$ cat src/rtl/key_mode_select.sv
// key_mode_select
//   Two-button front-end for the segment display. Each active-low, bouncy
//   button is synchronised (2 flops) and debounced independently. A clean
//   press (stable 1->0) advances the mode nibble (1..MODE_MAX, wrapping to 1)
//   or the speed nibble (0..SPEED_MAX, wrapping to 0). Presses of both keys
//   accepted on the same cycle load the defaults (mode 1, speed 0).
//
// Ports
//   clk          system clock
//   rst_n        synchronous active-low reset
//   key_mode_n   mode button, active-low, asynchronous
//   key_speed_n  speed button, active-low, asynchronous
//   value        {speed[3:0], mode[3:0]}, registered
//   mode_pulse   one-cycle strobe per accepted mode press
//   speed_pulse  one-cycle strobe per accepted speed press
module key_mode_select #(
  parameter int DEBOUNCE_CYCLES = 240000,
  parameter int MODE_MAX        = 3,
  parameter int SPEED_MAX       = 9
) (
  input  logic       clk,
  input  logic       rst_n,
  input  logic       key_mode_n,
  input  logic       key_speed_n,
  output logic [7:0] value,
  output logic       mode_pulse,
  output logic       speed_pulse
);

  localparam int              CW       = $clog2(DEBOUNCE_CYCLES + 1);
  localparam logic [CW-1:0]   CNT_LAST = CW'(DEBOUNCE_CYCLES - 1);
  localparam logic [3:0]      MODE_LIM  = 4'(MODE_MAX);
  localparam logic [3:0]      SPEED_LIM = 4'(SPEED_MAX);

  // Index 0 = mode key, index 1 = speed key.
  logic [1:0]    w_keys;
  logic [1:0]    r_sync1;
  logic [1:0]    r_sync2;
  logic [1:0]    r_stable;
  logic [CW-1:0] r_cnt [2];
  logic [1:0]    w_accept;
  logic [1:0]    w_press;

  logic [3:0]    r_mode;
  logic [3:0]    r_speed;
  logic          r_mode_pulse;
  logic          r_speed_pulse;

  assign w_keys = {key_speed_n, key_mode_n};

  // The level is accepted on the edge where it has already differed for
  // DEBOUNCE_CYCLES consecutive samples, i.e. the counter sits at its last
  // value and the level still differs.
  always_comb begin
    w_accept = '0;
    w_press  = '0;
    for (int unsigned i = 0; i < 2; i++) begin
      w_accept[i] = (r_sync2[i] != r_stable[i]) && (r_cnt[i] == CNT_LAST);
      w_press[i]  = w_accept[i] && r_stable[i];
    end
  end

  always_ff @(posedge clk) begin
    if (!rst_n) begin
      r_sync1  <= '1;
      r_sync2  <= '1;
      r_stable <= '1;
      for (int unsigned i = 0; i < 2; i++) r_cnt[i] <= '0;
    end else begin
      r_sync1 <= w_keys;
      r_sync2 <= r_sync1;
      for (int unsigned i = 0; i < 2; i++) begin
        if (r_sync2[i] == r_stable[i]) begin
          r_cnt[i] <= '0;
        end else if (w_accept[i]) begin
          r_stable[i] <= r_sync2[i];
          r_cnt[i]    <= '0;
        end else begin
          r_cnt[i] <= r_cnt[i] + 1'b1;
        end
      end
    end
  end

  always_ff @(posedge clk) begin
    if (!rst_n) begin
      r_mode        <= 4'd1;
      r_speed       <= '0;
      r_mode_pulse  <= 1'b0;
      r_speed_pulse <= 1'b0;
    end else begin
      r_mode_pulse  <= w_press[0];
      r_speed_pulse <= w_press[1];
      if (w_press[0] && w_press[1]) begin
        r_mode  <= 4'd1;
        r_speed <= '0;
      end else if (w_press[0]) begin
        r_mode <= (r_mode == MODE_LIM) ? 4'd1 : r_mode + 4'd1;
      end else if (w_press[1]) begin
        r_speed <= (r_speed == SPEED_LIM) ? 4'd0 : r_speed + 4'd1;
      end
    end
  end

  assign value       = {r_speed, r_mode};
  assign mode_pulse  = r_mode_pulse;
  assign speed_pulse = r_speed_pulse;

endmodule

$ cat config.mk
export PLATFORM = sky130hd
export DESIGN_NAME = key_mode_select
export DESIGN_NICKNAME = d
export VERILOG_FILES = /design/src/rtl/key_mode_select.sv
export SDC_FILE = /design/constraint.sdc
export NUM_CORES = 1
export LEC_CHECK = 0
export ABC_AREA = 1
export CORE_AREA = 2 2 94 96
export DETAILED_ROUTE_END_ITERATION = 6
export DIE_AREA = 0 0 96 98
export HOLD_SLACK_MARGIN = 0.05
export PLACE_DENSITY = 0.54
export SLEW_MARGIN = 20
export SYNTH_ARGS = -nofsm -noshare
export SYNTH_HDL_FRONTEND = slang
export SYNTH_SLANG_ARGS = --single-unit
$ cat constraint.sdc
create_clock -name clk -period 2.2 [get_ports clk]
set_clock_uncertainty 0.1 [all_clocks]
set_input_delay 0.55 -clock clk [delete_from_list [all_inputs] [get_ports clk]]
set_output_delay 0.55 -clock clk [all_outputs]
set_load 0.05 [all_outputs]
==> results.cfg <==
[outcome]
status = finished, final reports clean

[cells_and_area]
antenna_cells = 0
area_growth_pct = 18.3
most-common-layout-cells = nor2_1, nand2_1, inv_1, edfxtp_1, conb_1
final_common_cell = nor2_1
drive_gt1_frac = 0.135
nets = 406
final-instance-count-excl-fill = 508

[drt]
vias = 2247
antenna_left = 0
routedWlPerCell_um = 10.2
drtIter0Drc = 103
via_per_inst = 4.42
finalWirelength_um = 5180
first_pass_iters = 5
drc = 0

[setup_path]
crit_start = mode_pulse
cp_slowest_cell = clkdlybuf4s50_1
critPathLaunchType = flop
arrival_ps = 1420
cp_top_family = buffers and inverters
path_cells = clkdlybuf4s50_1
cp_num_buf_inv = 1
required_ps = 1550
max_stage_delay_ps = 790
r2r_start = r_cnt[1][0]
crit_path_max_fanout = 1
worstSetupPathType = reg -> out
cp-end-kind = output pin

[placement]
dp.final_hpwl_um = 3930
dp.cells = 500
place.gp.congestion = 0.777
portBuffers = 13
post-place-ws_ps = 158

[timing]
worst_pin_slew_ps = 500
drv_slew = 0
hold_slack_ps = 324
setup_viol = 0
slew_headroom = 0.666
setup_ws_ps = 132
rsz0062_at_grt = false
fin_tns_setup_ps = 0
period_minus_slack_ps = 2070
hold_viol = 0
timing.fmax_ghz = 0.484
fin_crit_sh = 0.940

[pwr]
switching_share = 0.246
seq_power_share = 0.622
total_power_mw = 1.78
p_int_mw = 1.34
clkPwrFrac = 0.328
p_leak_nw = 1.46
pwr-share-comb = 0.051
switchingPower_mw = 0.437
vdd.ir_drop.worst_mv = 0.232
power.density_nw_per_um2 = 528

[synthesis]
syn_inst = 341
ys.flop_type = edfxtp_1
yosysTopAreaCell = edfxtp_1
ys_top_cells_by_area = edfxtp_1, dfxtp_1, nor2_1, nand2_1, inv_1
ys_ff_latch = 52
avgSynthCellArea_um2 = 8.36
yosysSeqAreaShare = 0.492
synth_top_cell_area_share = 0.379
synth_area_um2 = 2850
synthArstFlopShare = 0
netlist-cell-type-count = 36
synth_warnings = 0
synth_edf_count = 36

[grt]
grt.overflow.total = 0
track_usage = 0.121
grt_max_degree = 19
grt_pass1_vias = 2066
antenna_found_initial = 0
grt_pass1_wl_um = 9070

[die]
ioPinCount = 14
start_util = 0.337
die_h_um = 98
rows = 34
dieWidth_um = 96
core-area_um2 = 8470
die-area_um2 = 9410

[hold_path]
holdCritStartpoint = r_sync1[1]
hp-class = reg -> reg

[clock_network]
cts_root_buf = clkbuf_8
clkLatencyLatePin_ps = 310
cts_tree = yes
clk_pin_slew_ps = 100
htree_levels = 2
postCtsHoldBufs = 0
cts_inserted_buffers = 5
cts_sinks = 52
cts.path.max_buffers = 2

[job]
maxCapViolCount = 0
==> routing by layer <==
| layer | vias to the layer above | global-route usage | wire length (µm) |
|---|---|---|---|
| li1 | 1210 | - | - |
| met1 | 1001 | 0.174 | 2790 |
| met2 | 31 | 0.178 | 2140 |
| met3 | 5 | 0.0262 | 173 |
| met4 | 0 | 0.0385 | 68 |
| met5 | - | 0 | 0 |
==> final cells by class <==
| type | instances | area (µm²) |
|---|---|---|
| clock inverters | 3 | 23.8 |
| multi-input cells | 275 | 1380 |
| repair buffers | 18 | 178 |
| clock buffers | 5 | 68.8 |
| flip-flops and latches | 52 | 1400 |
| inverters | 47 | 181 |
| fillers | 896 | 5090 |
| well taps | 108 | 135 |
==> state kept, by name, indices dropped and copies added, names as in the netlist <==
| name | count |
|---|---|
| r_mode | 4 |
| r_stable | 2 |
| r_cnt | 36 |
| mode_pulse | 1 |
| r_sync1 | 2 |
| r_speed | 4 |
| r_sync2 | 2 |
| speed_pulse | 1 |
==> Yosys cell counts (3+ instances only) <==
| library cell | n |
|---|---|
| or2_2 | 7 |
| nor3_1 | 12 |
| nor2_2 | 8 |
| nand3_2 | 6 |
| nor3_2 | 3 |
| a21oi_1 | 21 |
| edfxtp_1 | 36 |
| xnor2_1 | 3 |
| xor2_1 | 3 |
| nand3_1 | 27 |
| ha_1 | 3 |
| nor2_1 | 57 |
| nand2_1 | 55 |
| nand4_1 | 8 |
| dfxtp_1 | 16 |
| inv_1 | 36 |
| o21ai_0 | 8 |
| inv_2 | 8 |
| o21bai_1 | 3 |
==> power groups by stage <==
stage          Sequential (mW)  Combinational, mW  Clock, mW
2_1_floorplan             1.12             0.0678          0
3_5_place_dp              1.13             0.0896          0
5_1_grt                   1.11              0.106      0.644
6_report                  1.11             0.0902      0.584
4_1_cts                   1.11             0.0900      0.607
3_3_place_gp              1.13             0.0891          0
==> final timing paths <==
path / to / slack, ps / cells past startpoint
worst max register to register: r_cnt[1][9] / 280 / 8
worst min register to register: r_sync2[1] / 320 / 1
worst min-delay path: r_sync2[1] / 320 / 1
worst max-delay path: mode_pulse / 130 / 1
==> cell families after synthesis <==
logic type	count (synthesis)	share of synthesized area
simple gates	190	0.324
compound gates	39	0.0759
fa+ha+maj	3	0.0132
flops	52	0.492
xor+xnor	7	0.0241
other cells	1	0.00132
buf+inv	49	0.0694
==> what timing repair did <==
item / 4_1_cts / 5_1_grt
setup buffers: 0 / 0
hold endpoints to repair: 0 / 0
endpoints found under the setup margin: 0 / 6
gates resized for setup: 0 / 6
==> per-stage QoR <==
step / area (µm²) / utilization
global route: 3370 / 0.398
CTS: 3360 / 0.396
global placement: 3260 / 0.385
finish: 3370 / 0.398
floorplan: 2980 / -
detailed placement: 3260 / 0.385
==> worst register-to-register path, delay by kind of cell, from the launching register on <==
family / cells / cell delay, ps
DFF: 1 / 410
buffers and inverters: 1 / 120
adders and majority gates: 1 / 220
and+or+nand+nor: 4 / 680
AOI/OAI and AO/OA: 2 / 160
Note: power is estimated with default switching activity, not from simulation.
